File: config.mk
export PLATFORM = sky130hd
export DESIGN_NAME = axi_arbiter
export DESIGN_NICKNAME = d
export VERILOG_FILES = /design/src/rtl/axi_arbiter.sv
export SDC_FILE = /design/constraint.sdc
export NUM_CORES = 1
export LEC_CHECK = 0
export BUFFER_PORTS_ARGS = -buffer_cell sky130_fd_sc_hd__buf_2
export CAP_MARGIN = 25
export CORE_MARGIN = 8
export CORE_UTILIZATION = 30
export DETAILED_ROUTE_END_ITERATION = 7
export MAX_ROUTING_LAYER = met4
export PLACE_DENSITY = 0.61
export SETUP_SLACK_MARGIN = 0.5
export SLEW_MARGIN = 5
export SYNTH_ARGS = -nofsm -noshare
export SYNTH_HDL_FRONTEND = slang
export SYNTH_SLANG_ARGS = --single-unit
File: constraint.sdc
create_clock -name clock -period 1.8 [get_ports clock]
set_input_delay 0.09 -clock clock [delete_from_list [all_inputs] [get_ports clock]]
set_output_delay 0.09 -clock clock [all_outputs]
set_load 0.05 [all_outputs]
File: src/rtl/axi_arbiter.sv
// axi_arbiter: round-robin sharing of one single-beat AXI4 master port
// between IFU (read-only) and LSU. Define AXI_ARB_TIMEOUT_EN for the watchdog.
module axi_arbiter #(
    parameter int ADDR_W         = 32,
    parameter int DATA_W         = 32,
    parameter int TIMEOUT_CYCLES = 1024
) (
    input  logic                clock,
    input  logic                reset,
    input  logic                ifu_req,
    input  logic [ADDR_W-1:0]   ifu_addr,
    output logic                ifu_gnt,
    output logic                ifu_done,
    output logic [DATA_W-1:0]   ifu_rdata,
    output logic [1:0]          ifu_resp,
    input  logic                lsu_req,
    input  logic                lsu_we,
    input  logic [ADDR_W-1:0]   lsu_addr,
    input  logic [2:0]          lsu_size,
    input  logic [DATA_W-1:0]   lsu_wdata,
    input  logic [DATA_W/8-1:0] lsu_wstrb,
    output logic                lsu_gnt,
    output logic                lsu_done,
    output logic [DATA_W-1:0]   lsu_rdata,
    output logic [1:0]          lsu_resp,
    output logic                io_master_awvalid,
    input  logic                io_master_awready,
    output logic [ADDR_W-1:0]   io_master_awaddr,
    output logic [3:0]          io_master_awid,
    output logic [7:0]          io_master_awlen,
    output logic [2:0]          io_master_awsize,
    output logic [1:0]          io_master_awburst,
    output logic                io_master_wvalid,
    input  logic                io_master_wready,
    output logic [DATA_W-1:0]   io_master_wdata,
    output logic [DATA_W/8-1:0] io_master_wstrb,
    output logic                io_master_wlast,
    output logic                io_master_bready,
    input  logic                io_master_bvalid,
    input  logic [1:0]          io_master_bresp,
    input  logic [3:0]          io_master_bid,
    output logic                io_master_arvalid,
    input  logic                io_master_arready,
    output logic [ADDR_W-1:0]   io_master_araddr,
    output logic [3:0]          io_master_arid,
    output logic [7:0]          io_master_arlen,
    output logic [2:0]          io_master_arsize,
    output logic [1:0]          io_master_arburst,
    output logic                io_master_rready,
    input  logic                io_master_rvalid,
    input  logic [1:0]          io_master_rresp,
    input  logic [DATA_W-1:0]   io_master_rdata,
    input  logic                io_master_rlast,
    input  logic [3:0]          io_master_rid
);

    typedef enum logic [2:0] {
        S_IDLE,
        S_RD_AR,
        S_RD_R,
        S_WR_AW_W,
        S_WR_B
    } state_e;

    state_e              state_q, state_d;
    logic                last_lsu_q, last_lsu_d;
    logic                owner_lsu_q, owner_lsu_d;
    logic [ADDR_W-1:0]   addr_q, addr_d;
    logic [2:0]          size_q, size_d;
    logic [DATA_W-1:0]   wdata_q, wdata_d;
    logic [DATA_W/8-1:0] wstrb_q, wstrb_d;
    logic                aw_done_q, aw_done_d;
    logic                w_done_q, w_done_d;
    logic                ifu_done_q, ifu_done_d;
    logic                lsu_done_q, lsu_done_d;
    logic [DATA_W-1:0]   ifu_rdata_q, ifu_rdata_d;
    logic [DATA_W-1:0]   lsu_rdata_q, lsu_rdata_d;
    logic [1:0]          ifu_resp_q, ifu_resp_d;
    logic [1:0]          lsu_resp_q, lsu_resp_d;

    logic                pick_lsu;
    logic [1:0]          r_resp;
    logic                timeout;
    logic                unused_ok;

    // bid carries no information for a single-ID write stream
    assign unused_ok = ^{io_master_bid, 32'(TIMEOUT_CYCLES)};

`ifdef AXI_ARB_TIMEOUT_EN
    logic [15:0] cnt_q, cnt_d;

    assign timeout = (state_q != S_IDLE) &&
                     (cnt_q == 16'(TIMEOUT_CYCLES));

    // Watchdog restarts on every state change, idles at zero
    always_comb begin
        cnt_d = cnt_q + 16'd1;
        if (state_q == S_IDLE || state_d != state_q) begin
            cnt_d = 16'd0;
        end
    end

    // Watchdog counter register
    always_ff @(posedge clock or negedge reset) begin
        if (!reset) begin
            cnt_q <= 16'd0;
        end else begin
            cnt_q <= cnt_d;
        end
    end
`else
    assign timeout = 1'b0;
`endif

    assign io_master_awaddr  = addr_q;
    assign io_master_awid    = 4'd1;
    assign io_master_awlen   = 8'd0;
    assign io_master_awsize  = size_q;
    assign io_master_awburst = 2'b01;
    assign io_master_wdata   = wdata_q;
    assign io_master_wstrb   = wstrb_q;
    assign io_master_wlast   = 1'b1;
    assign io_master_araddr  = addr_q;
    assign io_master_arid    = {3'b000, owner_lsu_q};
    assign io_master_arlen   = 8'd0;
    assign io_master_arsize  = size_q;
    assign io_master_arburst = 2'b01;

    assign ifu_done  = ifu_done_q;
    assign lsu_done  = lsu_done_q;
    assign ifu_rdata = ifu_rdata_q;
    assign lsu_rdata = lsu_rdata_q;
    assign ifu_resp  = ifu_resp_q;
    assign lsu_resp  = lsu_resp_q;

    // Arbitration, AXI channel sequencing and response capture
    always_comb begin
        state_d           = state_q;
        last_lsu_d        = last_lsu_q;
        owner_lsu_d       = owner_lsu_q;
        addr_d            = addr_q;
        size_d            = size_q;
        wdata_d           = wdata_q;
        wstrb_d           = wstrb_q;
        aw_done_d         = aw_done_q;
        w_done_d          = w_done_q;
        ifu_done_d        = 1'b0;
        lsu_done_d        = 1'b0;
        ifu_rdata_d       = ifu_rdata_q;
        lsu_rdata_d       = lsu_rdata_q;
        ifu_resp_d        = ifu_resp_q;
        lsu_resp_d        = lsu_resp_q;
        ifu_gnt           = 1'b0;
        lsu_gnt           = 1'b0;
        io_master_arvalid = 1'b0;
        io_master_rready  = 1'b0;
        io_master_awvalid = 1'b0;
        io_master_wvalid  = 1'b0;
        io_master_bready  = 1'b0;
        pick_lsu          = lsu_req & (~ifu_req | ~last_lsu_q);
        r_resp            = io_master_rresp;

        if (io_master_rid != {3'b000, owner_lsu_q} || !io_master_rlast) begin
            r_resp = 2'b10;
        end

        unique case (state_q)
            S_IDLE: begin
                if (ifu_req || lsu_req) begin
                    owner_lsu_d = pick_lsu;
                    last_lsu_d  = pick_lsu;
                    addr_d      = pick_lsu ? lsu_addr : ifu_addr;
                    size_d      = pick_lsu ? lsu_size : 3'b010;
                    wdata_d     = lsu_wdata;
                    wstrb_d     = lsu_wstrb;
                    aw_done_d   = 1'b0;
                    w_done_d    = 1'b0;
                    ifu_gnt     = ~pick_lsu;
                    lsu_gnt     = pick_lsu;
                    state_d     = (pick_lsu && lsu_we) ? S_WR_AW_W : S_RD_AR;
                end
            end
            S_RD_AR: begin
                io_master_arvalid = 1'b1;
                if (io_master_arready) begin
                    state_d = S_RD_R;
                end
            end
            S_RD_R: begin
                io_master_rready = 1'b1;
                if (io_master_rvalid) begin
                    if (owner_lsu_q) begin
                        lsu_rdata_d = io_master_rdata;
                        lsu_resp_d  = r_resp;
                        lsu_done_d  = 1'b1;
                    end else begin
                        ifu_rdata_d = io_master_rdata;
                        ifu_resp_d  = r_resp;
                        ifu_done_d  = 1'b1;
                    end
                    state_d = S_IDLE;
                end
            end
            S_WR_AW_W: begin
                io_master_awvalid = ~aw_done_q;
                io_master_wvalid  = ~w_done_q;
                aw_done_d = aw_done_q | io_master_awready;
                w_done_d  = w_done_q | io_master_wready;
                if (aw_done_d && w_done_d) begin
                    state_d = S_WR_B;
                end
            end
            S_WR_B: begin
                io_master_bready = 1'b1;
                if (io_master_bvalid) begin
                    lsu_resp_d = io_master_bresp;
                    lsu_done_d = 1'b1;
                    state_d    = S_IDLE;
                end
            end
            default: begin
                state_d = S_IDLE;
            end
        endcase

        // A stalled slave is abandoned: no valid/ready, DECERR to the owner
        if (timeout) begin
            io_master_arvalid = 1'b0;
            io_master_rready  = 1'b0;
            io_master_awvalid = 1'b0;
            io_master_wvalid  = 1'b0;
            io_master_bready  = 1'b0;
            state_d           = S_IDLE;
            if (owner_lsu_q) begin
                lsu_rdata_d = '0;
                lsu_resp_d  = 2'b11;
                lsu_done_d  = 1'b1;
            end else begin
                ifu_rdata_d = '0;
                ifu_resp_d  = 2'b11;
                ifu_done_d  = 1'b1;
            end
        end
    end

    // State and datapath registers
    always_ff @(posedge clock or negedge reset) begin
        if (!reset) begin
            state_q     <= S_IDLE;
            last_lsu_q  <= 1'b0;
            owner_lsu_q <= 1'b0;
            addr_q      <= '0;
            size_q      <= 3'd0;
            wdata_q     <= '0;
            wstrb_q     <= '0;
            aw_done_q   <= 1'b0;
            w_done_q    <= 1'b0;
            ifu_done_q  <= 1'b0;
            lsu_done_q  <= 1'b0;
            ifu_rdata_q <= '0;
            lsu_rdata_q <= '0;
            ifu_resp_q  <= 2'b00;
            lsu_resp_q  <= 2'b00;
        end else begin
            state_q     <= state_d;
            last_lsu_q  <= last_lsu_d;
            owner_lsu_q <= owner_lsu_d;
            addr_q      <= addr_d;
            size_q      <= size_d;
            wdata_q     <= wdata_d;
            wstrb_q     <= wstrb_d;
            aw_done_q   <= aw_done_d;
            w_done_q    <= w_done_d;
            ifu_done_q  <= ifu_done_d;
            lsu_done_q  <= lsu_done_d;
            ifu_rdata_q <= ifu_rdata_d;
            lsu_rdata_q <= lsu_rdata_d;
            ifu_resp_q  <= ifu_resp_d;
            lsu_resp_q  <= lsu_resp_d;
        end
    end

endmodule

== Word level (Yosys, flattened, before mapping) ==
Index checks and enable logic that the tools add are counted.

* Bits in registers: 147
* Latch bits: 0
* Bits in writable memories: 0
* ROM bits: 0
* Bits of input ports: 158
* Word-level logic and storage cells: 81
* Memories: 0

* Add/sub/neg operators: 0
* $mul: 0
* Divide/modulo/power cells: 0
* Order comparisons: 0
* Eq/ne operators: 11
* Shifts and indexed selects: 0
* Multiplexer cells: 33
* Bitwise logic cells: 9
* Reduce and logical (&&, ||, !) cells: 14

{| class="wikitable"
|+ Operators with widths
! operator !! count
|-
| 32-bit two-way mux || 1
|-
| 3-bit two-way mux || 6
|-
| 1-bit two-way mux || 16
|-
| 3-bit one-hot mux with 5 select lines || 1
|-
| 2-bit != test, second input constant || 6
|-
| 2-bit two-way mux || 5
|-
| 3-bit by 2-bit equality test with 1-bit output, second input constant || 2
|-
| 1-bit one-hot mux with 2 select lines || 3
|-
| 3-bit AND reduction || 2
|-
| 1-bit NOT || 5
|-
| 5-bit AND reduction || 1
|-
| 4-bit by 1-bit != test with 1-bit output || 1
|-
| 2-bit one-hot mux with 2 select lines || 1
|-
| 2-bit AND reduction || 2
|-
| 4-bit AND reduction || 1
|-
| 2-bit nonzero test || 2
|-
| 3-bit by 1-bit equality test with 1-bit output, second input constant || 1
|-
| 3-bit equality test, second input constant || 1
|-
| 3-bit logical NOT || 1
|-
| 1-bit bitwise OR || 3
|-
| 1-bit logical AND || 2
|-
| 1-bit logical OR || 2
|-
| 1-bit AND || 1
|-
| 1-bit logical NOT || 1
|}

== Depth between registers and ports, before layout ==
* Depth after elaboration: 7
* Mapped depth: 7

== Least setup slack after synthesis ==
Ideal clock, no wire load.

* Path kind: flip-flop to flip-flop
* From: register state_q[0]
* To: register state_q[2]
* Library setup time: 0.078 ns
* Arrival time: 2.031 ns
* Slack: -0.309 ns
* Cell stages (with the launch flop): 4
* Buffers on the path: 1
* Period minus slack after synthesis: 2.109 ns
* Path through: dfrtp_1 -> clkbuf_1 -> nor3b_1 -> o2bb2ai_1

* Longest elaborated chain between the ends: 3

{| class="wikitable"
|+ RTL lines
! item !! RTL line !! text
|-
| from (decl) || 65 || <nowiki>state_e state_q, state_d;</nowiki>
|-
| from (signal assigned) || 265 || <nowiki>state_q <= state_d;</nowiki>
|-
| 3-bit by 2-bit equality test with 1-bit output, or another cell as far along || 167 || <nowiki>unique case (state_q)</nowiki>
|-
| 2-bit != test (no source line) || -- ||
|-
| 5-bit AND reduction (no source line) || -- ||
|}

Parallel ways exist; a longest one is shown, timed or not.
A chain may end at the register's enable or synchronous reset.

== Worst setup path in the final report ==
* From: register state_q[0]
* To: register wdata_q[8], in the netlist io_master_wdata[8]

* Longest elaborated chain between the ends: 2

{| class="wikitable"
|+ RTL lines
! item !! RTL line !! text
|-
| 3-bit logical NOT || 167 ||
|-
| 2-bit AND reduction (no source line) || -- ||
|-
| to (signal assigned) || 270 || <nowiki>wdata_q <= wdata_d;</nowiki>
|-
| to (decl) || 70 || <nowiki>logic [DATA_W-1:0] wdata_q, wdata_d;</nowiki>
|}

No other way between the ends.

==> results.cfg <==
[clock_tree]
cts.sinks = 147
cts_max_level = 4
clk_latency_ps = 420
numCtsBuffers = 17
clock_path_buffers = 2
clkTransAtPathRegs_ps = 60
cts-root-buf = clkbuf_16
cts_tree = done

[synth]
syn_avg_cell_area_um2 = 13.1
ys.flop_type = dfrtp_1
ys_seq_area_frac = 0.564
synthArstFlopShare = 1.00
yosysMostFrequentCell = dfrtp_1
ys_types = 47
syn_area_mm2 = 0.00652
synth_top_area_frac = 0.564
synth_top_area_cell = dfrtp_1
synthTopCellsByCount = dfrtp_1, mux2_2, buf_4
synth_edf_count = 0
ys_ff_latch = 147
netlist_instances = 498
synthTopCellsByArea = dfrtp_1, mux2_2, buf_4, mux2i_1, o21ai_0
ys_warn_count = 0

[place]
dpl.hpwl_um = 15200
place_area_mm2 = 0.00848
gp_congestion = 0.729
portBuffers = 337
dp_slack_ps = 69.7

[sta]
hold_viol = 1
clock_skew_ps = 12.3
fmax_mhz = 563
rsz0062_at_grt = true
final-max-slew-violation-count = 0
setup_violations = 0
setup_ws_ps = 23.3
min_period_over_period = 0.987
slew-limit-headroom = 0.669
worst_pin_slew_ps = 489
setup_tns_ps = 0
min_period_ps = 1780
timing.hold.ws_ps = -6.81

[route]
vias_per_cell = 4.58
via_count = 6033
drtIter0Drc = 245
postRouteAntennaNets = 0
wire_per_inst_um = 20.4
drt-total-wl_um = 26900
first_pass_iters = 4
drc = 0

[critical_path]
critPathRequiredTime_ps = 2100
worst-path-buf-inv = 2
cp_top_family = simple AND/OR/NAND/NOR gates
worstSetupPathType = register to register
path_cells = or3_4 -> nor2_4 -> buf_6 -> buf_16 -> mux2_1
crit_path_start_kind = register
arrival_ps = 2070
cp_max_fo = 5
critPathCaptureType = register
regToRegStartpoint = state_q[0]
slowest_stage = dfrtp_1
startpoint = state_q[0]
max_stage_delay_ps = 430

[global_routing]
antenna_found_initial = 2
overflow = 0
grt_pass1_vias = 6747
grt_pass1_wl_um = 38500
grt_max_degree = 53
grtUsageTotal = 0.192

[finish]
areaGrowthSynthToFinish_pct = 89.0
regArea_mm2 = 0.00368
fin_area_mm2 = 0.0123
drive_gt1_frac = 0.619
fill_cells = 1680
nets = 1179
multiInputGateArea_mm2 = 0.00300

[power_and_ir_drop]
p_per_area_mw_per_mm2 = 2270
vdd_drop_max_uv = 1590
power_leakage_nw = 6.21
power_w = 0.0280

[floorplanning]
num_rows = 54
start_util = 0.303
die_w_um = 163
die_h_um = 163
die_area_mm2 = 0.0267
io_pins = 370
core_mm2 = 0.0216

[min_path]
hold_class = input pin to register
hp-start = lsu_addr[25]

[outcome]
outcome = complete, but fails checks
violations = hold timing

[run]
drv_cap = 0
## stage by stage
| step | utilization | cells |
|---|---|---|
| after floorplan | - | 524 |
| after global placement | 0.393 | 1066 |
| after detailed placement | 0.393 | 1066 |
| after CTS | 0.533 | 1288 |
| after global routing | 0.572 | 1316 |
| final | 0.572 | 1318 |
## power breakdown
part | total (W) | leakage (nW) | internal, W | switching (W)
Sequential | 0.00603 | 1.78 | 0.00494 | 0.00109
Combinational | 0.0181 | 4.11 | 0.00677 | 0.0114
Clock | 0.00386 | 0.315 | 0.00226 | 0.00161
Total | 0.0280 | 6.21 | 0.0140 | 0.0140
## what timing repair did
item / in CTS / in global routing
pin swaps: 17 / 30
gates resized for setup: 118 / 149
hold endpoints to repair: 188 / 0
hold buffers: 137 / 0
setup endpoints to repair: 152 / 154
cloned: 15 / 9
buffers inserted: 38 / 17
## sequential cells by signal, summed over array words and instances (netlist names), 2 cells and up
name / cells
io_master_arsize: 3
io_master_araddr: 32
ifu_resp: 2
ifu_rdata: 32
io_master_wdata: 32
lsu_rdata: 32
io_master_wstrb: 4
state_q: 3
lsu_resp: 2
## tightest hold or removal path, cell delays in order
cell and delay, ps:
buf_2 90, mux2i_1 80, o21ai_1 110
## cell type report
cell class                 instances  share of cell area
timing repair buffer             572               0.376
sequential                       147               0.298
multi-input combinational        276               0.243
clock buffer                      17              0.0345
tap                              280              0.0284
clock inverter                    15              0.0168
inverter                           7             0.00213
antenna                            4            0.000812
## logic make-up after synthesis
logic type / count (synthesis) / synth area share
flops: 147 / 0.564
mux: 129 / 0.217
buf+inv: 101 / 0.106
compound gates: 79 / 0.0721
simple gates: 39 / 0.0386
other cells: 2 / 0.00115
xor+xnor: 1 / 0.00134
## cells in the final DEF, fill, tap and decap left out, types with 4 or more instances in the layout
master           n
nor2_4           5
o21ai_1          9
inv_8            5
buf_6           25
buf_2          330
o21ai_4          4
o21ai_2         41
dfrtp_1        146
clkbuf_16       24
inv_6            4
buf_12          18
mux2i_1         29
mux2_4          99
buf_8           13
nor2_1           4
buf_4           28
inv_1            7
buf_16          14
diode_2          4
dlygate4sd3_1  137
a221o_1          5
conb_1          28
## routing by layer
metal	GRT usage	vias to the layer above	part of all wire
met1	0.213	3030	0.39
met5	-	-	0
met2	0.327	231	0.52
met4	0.0727	0	0.026
li1	-	2734	-
met3	0.0481	38	0.058
## path summary, 6_finish.rpt
path | cells after the start | end | slack, ps
hold reg to reg | 1 | lsu_rdata[16] | 510
hold / removal | 3 | io_master_araddr[25] | -7
min in group asynchronous | 2 | ifu_rdata[10] | 170
setup / recovery | 5 | io_master_wdata[8] | 20
setup reg to reg | 5 | io_master_wdata[8] | 20
max in group asynchronous | 3 | io_master_araddr[26] | 950
Power figures use the tool's default switching activity.
